### config.mk
export PLATFORM = sky130hd
export DESIGN_NAME = mdio_arbiter
export DESIGN_NICKNAME = d
export VERILOG_FILES = /design/src/rtl/mdio_pkg.sv /design/src/rtl/rr_arbiter.sv /design/src/rtl/mdio_arbiter.sv
export SDC_FILE = /design/constraint.sdc
export NUM_CORES = 1
export LEC_CHECK = 0
export ABC_AREA = 0
export BUFFER_PORTS_ARGS = -buffer_cell sky130_fd_sc_hd__buf_2
export CORE_UTILIZATION = 54
export CTS_BUF_LIST = sky130_fd_sc_hd__clkbuf_8 sky130_fd_sc_hd__clkbuf_16
export CTS_CLUSTER_DIAMETER = 120
export DETAILED_ROUTE_END_ITERATION = 8
export PLACE_DENSITY = 0.83
export SYNTH_ARGS = -nofsm -noshare
export SYNTH_HDL_FRONTEND = slang
export SYNTH_SLANG_ARGS = --single-unit
### constraint.sdc
create_clock -name w_mdio_clk -period 5.3 [get_ports w_mdio_clk]
set_clock_uncertainty 0.1 [all_clocks]
set_input_delay 0.795 -clock w_mdio_clk [delete_from_list [all_inputs] [get_ports w_mdio_clk]]
set_output_delay 0.795 -clock w_mdio_clk [all_outputs]
set_load 0.02 [all_outputs]
### src/rtl/mdio_pkg.sv
// Shared constants and types for the MDIO request arbiter.
// Command encodings match mdio_ctrl_module's op_cmd field.
package mdio_pkg;

  localparam logic [1:0] P_MDIO_W = 2'b01;
  localparam logic [1:0] P_MDIO_R = 2'b10;

  localparam logic [4:0] P_DEF_PHY_ADDR = 5'd0;
  localparam logic [4:0] P_DEF_REG_ADDR = 5'd0;

  typedef enum logic [2:0] {
    ST_IDLE  = 3'd0,
    ST_GRANT = 3'd1,
    ST_ISSUE = 3'd2,
    ST_WAIT  = 3'd3,
    ST_DONE  = 3'd4
  } mdio_state_e;

  function automatic logic cmd_is_legal(input logic [1:0] cmd);
    return (cmd == P_MDIO_W) || (cmd == P_MDIO_R);
  endfunction

endpackage

### src/rtl/rr_arbiter.sv
// Combinational round-robin pick: first active request at or after ptr, wrapping.
// The pointer register itself lives in the caller.
module rr_arbiter #(
  parameter int P_REQ_NUM = 3,
  parameter int P_IDX_W   = 2
) (
  input  logic [P_REQ_NUM-1:0] req,
  input  logic [P_IDX_W-1:0]   ptr,
  output logic [P_REQ_NUM-1:0] grant,
  output logic [P_IDX_W-1:0]   idx
);

  int                 cand;
  logic [P_IDX_W-1:0] cand_idx;
  logic               found;

  always_comb begin
    grant    = '0;
    idx      = '0;
    found    = 1'b0;
    cand     = 0;
    cand_idx = '0;
    for (int i = 0; i < P_REQ_NUM; i++) begin
      cand     = (int'(ptr) + i) % P_REQ_NUM;
      cand_idx = P_IDX_W'(cand);
      if (!found && req[cand_idx]) begin
        found           = 1'b1;
        grant[cand_idx] = 1'b1;
        idx             = cand_idx;
      end
    end
  end

endmodule

### src/rtl/mdio_arbiter.sv
// Shares one MDIO controller among P_REQ_NUM requesters: round-robin grant,
// one transaction in flight, per-requester completion pulse with data and error.
module mdio_arbiter
  import mdio_pkg::*;
#(
  parameter int P_REQ_NUM = 3,
  parameter int P_GUARD   = 2,
  parameter int P_TIMEOUT = 255
) (
  input  logic                    w_mdio_clk,
  input  logic                    i_sysrst,
  input  logic [P_REQ_NUM-1:0]    i_req_valid,
  output logic [P_REQ_NUM-1:0]    o_req_ready,
  input  logic [5*P_REQ_NUM-1:0]  i_req_phy_addr,
  input  logic [5*P_REQ_NUM-1:0]  i_req_reg_addr,
  input  logic [16*P_REQ_NUM-1:0] i_req_data,
  input  logic [2*P_REQ_NUM-1:0]  i_req_cmd,
  output logic [P_REQ_NUM-1:0]    o_rsp_valid,
  output logic [15:0]             o_rsp_data,
  output logic                    o_rsp_err,
  output logic [4:0]              o_phy_addr,
  output logic [4:0]              o_reg_addr,
  output logic [15:0]             o_reg_data,
  output logic [1:0]              o_op_cmd,
  output logic                    o_op_valid,
  input  logic                    i_op_ready,
  input  logic [15:0]             i_read_data,
  input  logic                    i_read_valid,
  output logic                    o_busy
);

  localparam int         IW        = (P_REQ_NUM > 2) ? $clog2(P_REQ_NUM) : 1;
  localparam logic [7:0] GUARD_C   = 8'(P_GUARD);
  localparam logic [7:0] TIMEOUT_C = 8'(P_TIMEOUT);

  mdio_state_e state, state_nxt;

  logic [IW-1:0]        rr_ptr;
  logic [IW-1:0]        win_idx;
  logic [IW-1:0]        arb_idx;
  logic [P_REQ_NUM-1:0] arb_grant;
  logic [P_REQ_NUM-1:0] win_onehot;
  logic [7:0]           wait_cnt;
  logic [15:0]          rd_data;
  logic                 rd_got;

  logic [4:0]  sel_phy;
  logic [4:0]  sel_reg;
  logic [15:0] sel_data;
  logic [1:0]  sel_cmd;

  logic is_read;
  logic illegal;
  logic cap_now;
  logic timeout_now;
  logic wait_exit;

  function automatic logic [7:0] sat_inc(input logic [7:0] v);
    return (v == 8'hFF) ? v : v + 8'd1;
  endfunction

  function automatic logic [IW-1:0] ptr_next(input logic [IW-1:0] p);
    return (p == IW'(P_REQ_NUM - 1)) ? '0 : p + 1'b1;
  endfunction

  rr_arbiter #(
    .P_REQ_NUM (P_REQ_NUM),
    .P_IDX_W   (IW)
  ) u_rr (
    .req   (i_req_valid),
    .ptr   (rr_ptr),
    .grant (arb_grant),
    .idx   (arb_idx)
  );

  always_comb begin
    sel_phy  = '0;
    sel_reg  = '0;
    sel_data = '0;
    sel_cmd  = '0;
    for (int k = 0; k < P_REQ_NUM; k++) begin
      if (arb_grant[k]) begin
        sel_phy  = i_req_phy_addr[5*k +: 5];
        sel_reg  = i_req_reg_addr[5*k +: 5];
        sel_data = i_req_data[16*k +: 16];
        sel_cmd  = i_req_cmd[2*k +: 2];
      end
    end
  end

  // o_op_cmd doubles as the latched command for the whole transaction
  assign is_read     = (o_op_cmd == P_MDIO_R);
  assign illegal     = !cmd_is_legal(o_op_cmd);
  assign win_onehot  = P_REQ_NUM'(1) << win_idx;
  assign cap_now     = (state == ST_WAIT) && i_read_valid && is_read;
  assign timeout_now = (wait_cnt == TIMEOUT_C);
  assign wait_exit   = (state == ST_WAIT) &&
                       (((wait_cnt > GUARD_C) && i_op_ready) || timeout_now);

  always_ff @(posedge w_mdio_clk or posedge i_sysrst) begin
    if (i_sysrst) state <= ST_IDLE;
    else          state <= state_nxt;
  end

  always_comb begin
    state_nxt = state;
    case (state)
      ST_IDLE:  if ((|i_req_valid) && i_op_ready) state_nxt = ST_GRANT;
      ST_GRANT: state_nxt = illegal ? ST_DONE : ST_ISSUE;
      ST_ISSUE: state_nxt = ST_WAIT;
      ST_WAIT:  if (wait_exit) state_nxt = ST_DONE;
      ST_DONE:  state_nxt = ST_IDLE;
      default:  state_nxt = ST_IDLE;
    endcase
  end

  // Outputs are registered from the transition into the state they belong to
  always_ff @(posedge w_mdio_clk or posedge i_sysrst) begin
    if (i_sysrst) begin
      o_req_ready <= '0;
      o_rsp_valid <= '0;
      o_rsp_data  <= '0;
      o_rsp_err   <= 1'b0;
      o_phy_addr  <= '0;
      o_reg_addr  <= '0;
      o_reg_data  <= '0;
      o_op_cmd    <= '0;
      o_op_valid  <= 1'b0;
      o_busy      <= 1'b0;
      win_idx     <= '0;
      rr_ptr      <= '0;
      wait_cnt    <= '0;
      rd_got      <= 1'b0;
    end else begin
      o_req_ready <= '0;
      o_op_valid  <= 1'b0;
      o_rsp_valid <= '0;
      o_busy      <= (state_nxt != ST_IDLE);
      case (state)
        ST_IDLE: begin
          if (state_nxt == ST_GRANT) begin
            win_idx     <= arb_idx;
            o_req_ready <= arb_grant;
            o_phy_addr  <= sel_phy;
            o_reg_addr  <= sel_reg;
            o_reg_data  <= sel_data;
            o_op_cmd    <= sel_cmd;
          end
        end
        ST_GRANT: begin
          wait_cnt <= '0;
          rd_got   <= 1'b0;
          if (illegal) begin
            o_rsp_valid <= win_onehot;
            o_rsp_data  <= '0;
            o_rsp_err   <= 1'b1;
          end else begin
            o_op_valid <= 1'b1;
          end
        end
        // counting from ISSUE makes the timeout response land P_TIMEOUT+1 cycles after op_valid
        ST_ISSUE: wait_cnt <= sat_inc(wait_cnt);
        ST_WAIT: begin
          wait_cnt <= sat_inc(wait_cnt);
          if (cap_now) rd_got <= 1'b1;
          if (wait_exit) begin
            o_rsp_valid <= win_onehot;
            o_rsp_data  <= cap_now ? i_read_data : rd_data;
            o_rsp_err   <= timeout_now | (is_read & ~(rd_got | cap_now));
          end
        end
        ST_DONE:  rr_ptr <= ptr_next(win_idx);
        default:  ;
      endcase
    end
  end

  always_ff @(posedge w_mdio_clk) begin
    if (state == ST_GRANT) rd_data <= '0;
    else if (cap_now)      rd_data <= i_read_data;
  end

endmodule
==> impl_metrics.ini, run 1 <==
[status]
outcome = finished, final reports clean

[yosys]
synthFlopType = dfrtp_1
synth.avg_cell_area_um2 = 11.2
synth_area_um2 = 4530
synth_edf_count = 0
ys_seq_area_share_pct = 45.2
syn_nets = 518
synth-seq-cells = 85
synth.distinct_cells = 52
yosysWarnings = 0
synth_async_sr_flop_share_pct = 81.2
netlist_instances = 404

[timing]
setup_tns_ns = 0
worst_pin_slew_ns = 1.12
setup_slack_ns = 1.74
min_period_over_period_pct = 67.2
slew_headroom_pct = 25.7
rsz0062_at_grt = false
hold_viol_final = 0
finalSetupViolations = 0
fmax_ghz = 0.281
finalCriticalPeriod_ns = 3.56
slew_violations = 0

[global_route]
grt_start_max_net_pins = 70
grt_pass1_vias = 3627
grt_pass1_wl_um = 17100
grt_overflow = 0
grtUsageTotal_pct = 25.0
antenna_found_initial = 0

[clock_network]
hold_buffers = 0
cts_num_sinks = 85
cts_resized = 0
cts_setup_buffers = 0
clk_pin_slew_ns = 0.09
numCtsBuffers = 9
cts_buffer_depth = 2
clkLatencyLatePin_ns = 0.35
cts_htree_levels = 3
cts_tree = yes
root_buffer = clkbuf_8

[routing]
routed_wl_um = 10700
vias_per_cell = 5.67
drt-initial-drc-count = 113
drt-wirelength-per-cell_um = 16.2
ant_nets = 0
dr.pass1.iters = 4
vias = 3740
route.detailed.drc = 0

[floorplanning]
io_pins = 160
die_height_um = 93.6
rows = 33
die-area_um2 = 8760
initial_core_util_pct = 55.4
die_w_um = 93.6
core_um2 = 8180

[critical_path]
critPathKind = register to register
end_kind = register
startpoint_type = register
crit_required_ns = 5.47
cp.arrival_ns = 3.73
path_max_fanout = 46

[finish]
area_growth_pct = 21.4
diodes = 0
drive_above_1_share_pct = 43.1
layout.nets = 664

[power]
p_leak_nw = 2.74
ir_drop_mv = 0.448
powerDensity_nw_per_um2 = 547

[flow_run]
maxCapViolations = 0

[hold_path]
hold_class = register to register

[place]
dp_slack_ns = 1.83
io_buffers = 159
place_hpwl_um = 7710
place.gp.congestion = 0.862
metrics by stage:
step / instances / util [%] / hold WS [ns] / power (W) / area [µm²]
2_1_floorplan: 404 / - / 0.356 / 0.00224 / 4530
3_3_place_gp: 644 / 64.8 / 0.366 / 0.00250 / 5300
3_5_place_dp: 644 / 64.8 / 0.376 / 0.00257 / 5300
4_1_cts: 660 / 67.3 / 0.395 / 0.00303 / 5500
5_1_grt: 660 / 67.3 / 0.433 / 0.00322 / 5500
6_report: 660 / 67.3 / 0.393 / 0.00301 / 5500
layout make-up:
class,count,area (µm²)
clock inverters,6,63.8
clock buffers,10,138
inverters,8,30.0
repair buffers,165,841
multi-input cells,281,2250
well taps,105,131
fillers,641,2680
flip-flops and latches,85,2050
where the power goes:
| part | internal (W) | switching (W) | total [W] |
|---|---|---|---|
| Sequential | 0.000862 | 0.000128 | 0.000990 |
| Combinational | 0.000572 | 0.000993 | 0.00156 |
| Clock | 0.000229 | 0.000226 | 0.000455 |
cell families (layout without fill, tap and decap cells):
group | count (synthesis) | count (layout) | share of synthesized area, %
flops | 85 | 85 | 45.2
simple gates | 106 | 106 | 11.8
buf+inv | 38 | 189 | 5.47
fa+ha+maj | 7 | 7 | 1.93
compound gates | 106 | 106 | 20.3
mux | 62 | 62 | 15.3
worst paths after layout:
path,startpoint,endpoint,slack (ns),cells after the start
worst max-delay path,rr_ptr[0],o_reg_data[15],1.74,9
worst min-delay path,rd_data[15],rd_data[15],0.39,2
worst max register to register,rr_ptr[0],o_reg_data[15],1.74,9
max in group asynchronous,i_sysrst,o_reg_data[2],3.92,3
min in group asynchronous,i_sysrst,o_rsp_valid[0],0.59,3
worst min register to register,rd_data[15],rd_data[15],0.39,2
critical path: stages, from the launching register on:
cell and delay (ns):
dfrtp_1 0.41, inv_1 0.11, ha_1 0.56, nand2b_1 0.16, o32ai_1 0.39, a32o_1 0.26, a221o_2 0.92, buf_4 0.35
a221oi_2 0.06, a21oi_1 0.15
synthesized netlist by cell type, drive strengths merged, types with 2 or more instances:
master  instances  area, µm²
a211oi          2       15.0
a21oi          36        214
a221oi         30        413
a32o            2       20.0
and2            2       12.5
and3            2       12.5
and3b           2       17.5
buf            23        190
clkbuf          7       27.5
dfrtp          69       1730
dfxtp          16        320
ha              7       87.6
inv             8       30.0
mux2           16        233
mux2i          46        460
nand2          18       67.6
nand2b          4       25.0
nand3           4       20.0
nand3b          6       45.0
nor2           49        186
nor2b           6       37.5
nor3            2       10.0
nor3b           4       35.0
nor4b           2       17.5
nor4bb          2       20.0
o211ai          2       15.0
o21ai          20        108
o31ai           4       30.0
o32ai           2       36.3
sequential cells by signal, summed over array words and instances (netlist names):
signal	flops
o_reg_addr	5
state	3
o_rsp_valid	3
o_phy_addr	5
rd_got	1
o_op_cmd	2
o_rsp_data	16
rd_data	16
o_busy	1
wait_cnt	8
o_reg_data	16
o_op_valid	1
win_idx	2
o_rsp_err	1
rr_ptr	2
o_req_ready	3
routing by layer:
layer	vias up	GRT usage, %	part of all wire (%)
met5	-	0	0
met4	0	9.74	1.8
met3	16	4.80	6.5
met2	161	42.8	50
met1	1790	31.1	41
li1	1773	-	-
placed cells by master, fill, tap and decap left out, drive strengths merged, types with 7 or more instances in the layout:
| cell | Yosys | routed |
|---|---|---|
| inv | 8 | 9 |
| dfxtp | 16 | 16 |
| dfrtp | 69 | 69 |
| a221oi | 30 | 30 |
| a21oi | 36 | 36 |
| mux2 | 16 | 16 |
| nand2 | 18 | 18 |
| clkbuf | 7 | 10 |
| o21ai | 20 | 20 |
| mux2i | 46 | 46 |
| ha | 7 | 7 |
| nor2 | 49 | 49 |
| buf | 23 | 165 |
Note: power is estimated with default switching activity, not from simulation.
==> inputs of run 2 (changes only) <==
- ABC_AREA: 0 -> 1
- CORE_UTILIZATION: 54 -> 45
- PLACE_DENSITY: 0.83 -> 0.73
- clock period: 5.3 -> 2.95 ns (I/O delays scaled with it)
==> run 2 against run 1 <==
Against the previous run: setup slack got worse by 1.1 ns; synthesized area decreased by 0.58%; register-to-register slack got worse by 1.1 ns; synthesized cell count increased by 43%; clock-buffer cell count decreased by 1; non-clock buffer count increased by 3; power increased by 83%; clock power increased by 92%; critical path depth increased by 5; die area increased by 19%; hold slack got worse by 0.17 ns.
==> impl_metrics.ini, run 2 <==
[status]
outcome = finished, final reports clean

[floorplanning]
initial_core_util_pct = 46.3
die-area_um2 = 10400
die_height_um = 102
rows = 36
core_um2 = 9730
die_w_um = 102
io_pins = 160

[place]
dp.cells = 852
place.gp.congestion = 0.856
place_hpwl_um = 8150
io_buffers = 159
dpl-instance-area_um2 = 5390

[critical_path]
slowest_stage = ha_1
slowest_delay_ns = 0.40
crit_required_ns = 3.15
critPathTopFamily = simple AND/OR/NAND/NOR gates
path_cells = inv_1 > ha_1 > inv_2 > nand2_1 > nand3_1 > nand2_1 > nand3_1 > nor2_2 > nor2_2 > buf_4 > nand3_1 > nand2_1 > nand3_1 > nand2_1
end_kind = register
startpoint_type = register
path_max_fanout = 29
critPathBufInv = 3
cp.arrival_ns = 2.54
critPathKind = register to register

[finish]
multiInputGateArea_um2 = 2060
reg_top3 = o_reg_data x16, o_rsp_data x16, rd_data x16
final_cell_mix = nand2_1 (182), buf_2 (159), dfrtp_1 (69)
layout.nets = 845
drive_above_1_share_pct = 29.2
regArea_um2 = 2050
diodes = 0
mostFrequentLayoutCell = nand2_1
finalNonFillerCells = 869
fill_cells = 905
area_growth_pct = 24.6
stdcell_area_um2 = 5610

[routing]
drt-initial-drc-count = 192
drt-wirelength-per-cell_um = 13.1
dr.pass1.iters = 5
route.detailed.drc = 0
routed_wl_um = 11400
vias_per_cell = 4.96
vias = 4308
ant_nets = 0

[yosys]
yosysWarnings = 0
syn_nets = 692
synth.avg_cell_area_um2 = 7.79
synth_async_sr_flop_share_pct = 81.2
synth_top_area_cell = dfrtp_1
synth.distinct_cells = 33
synth.most_common_cell = nand2_1
synthTopCellsByCount = nand2_1 (182), dfrtp_1 (69), nand3_1 (64), inv_1 (56)
netlist_instances = 578
synth_area_um2 = 4500
synthTopCellsByArea = dfrtp_1 (38%), nand2_1 (15%), dfxtp_1 (7.1%)
synth-seq-cells = 85
synth_top_cell_area_share_pct = 38.3
synthFlopType = dfrtp_1
synth_edf_count = 0
ys_seq_area_share_pct = 45.5

[power]
ir_drop_mv = 0.570
p_leak_nw = 3.28
total_power_w = 0.00550
powerDensity_nw_per_um2 = 981

[global_route]
grt_pass1_vias = 3909
grt_start_max_net_pins = 58
grt_pass1_wl_um = 17900
grt_overflow = 0
grtUsageTotal_pct = 22.1
antenna_found_initial = 0

[clock_network]
cts_num_sinks = 85
cts_resized = 0
clkLatencyLatePin_ns = 0.36
numCtsBuffers = 9
cts_setup_buffers = 0
clk_pin_slew_ns = 0.10
cts_htree_levels = 3
cts_buffer_depth = 2
cts_tree = yes
root_buffer = clkbuf_8

[timing]
slew_violations = 0
worst_pin_slew_ns = 0.731
setup_tns_ns = 0
finalSetupViolations = 0
hold_viol_final = 0
finalCriticalPeriod_ns = 2.34
whs_ns = 0.221
fmax_ghz = 0.427
min_period_over_period_pct = 79.4
slew_headroom_pct = 51.1
rsz0062_at_grt = false

[flow_run]
maxCapViolations = 0

[hold_path]
hold_class = input pin to register
-- run 2: changes by cell type in the layout (fill, tap and decap cells not counted), moves of 7 or more --
cell      change
nor2_1       -14
nand2_1     +164
nand3b_1     +12
nand3_2      +11
inv_1        +47
inv_2         +8
a21oi_1       +7
mux2_4       -14
a221oi_2     -24
mux2i_1      -30
a21oi_2       -9
nand3_1      +60
-- run 2: worst paths after layout --
| check | to | cells after the start | slack, ns | start |
|---|---|---|---|---|
| setup / recovery | o_reg_data[15] | 14 | 0.61 | rr_ptr[0] |
| hold / removal | rd_data[5] | 3 | 0.22 | i_read_data[5] |
| setup reg to reg | o_reg_data[15] | 14 | 0.61 | rr_ptr[0] |
| hold reg to reg | o_rsp_valid[2] | 1 | 0.36 | win_idx[0] |
| max in group asynchronous | o_op_cmd[0] | 4 | 1.60 | i_sysrst |
| min in group asynchronous | o_rsp_data[3] | 3 | 0.51 | i_sysrst |
-- run 2: area by class of cell --
class,instances,share of cell area (%)
Multi-Input combinational cell,403,36.7
Sequential cell,85,36.5
Timing Repair Buffer,168,15.9
Inverter,64,4.28
Tap cell,133,2.97
Clock buffer,9,2.21
Clock inverter,7,1.54
-- run 2: stage by stage --
step	util, %	setup slack (ns)
floorplan	-	0.668
detailed placement	55.4	0.610
global placement	55.4	0.731
CTS	57.7	0.599
global route	57.7	0.377
finish	57.7	0.607
-- run 2: worst min-delay path: stages --
cell     delay [ns]
buf_2          0.08
mux2i_1        0.06
nor2_1         0.08
-- run 2: kinds of logic after synthesis --
family                   after synthesis  share of synthesized area [%]
AND/OR/NAND/NOR                      326                           33.5
buffers and inverters                 90                           9.00
flip-flops                            85                           45.5
AO/OA/AOI/OAI                         53                           6.31
multiplexers                          16                           3.56
adder cells (fa/ha/maj)                7                           1.94
XOR/XNOR                               1                          0.195
-- run 2: timing repair --
| action | CTS | global route |
|---|---|---|
| endpoints found under the setup margin | 0 | 0 |
| hold buffers | 1 | 0 |
| endpoints found under the hold margin | 17 | 0 |
-- run 2: report_power, final --
group | switching (W) | total (W) | internal, W | leakage, nW
logic | 0.00209 | 0.00304 | 0.000954 | 2.13
clock network | 0.000461 | 0.000873 | 0.000412 | 0.105
registers | 0.000147 | 0.00159 | 0.00144 | 1.05
total | 0.00270 | 0.00550 | 0.00281 | 3.28
-- run 2: metal layers --
metal | vias to the layer above | GRT usage (%) | routed length [µm] | part of all wire [%]
li1 | 2148 | - | - | -
met1 | 1988 | 26.5 | 4780 | 42
met2 | 157 | 38.7 | 5540 | 49
met3 | 15 | 5.95 | 863 | 7.6
met4 | 0 | 6.81 | 187 | 1.6
met5 | - | 0 | 0 | 0
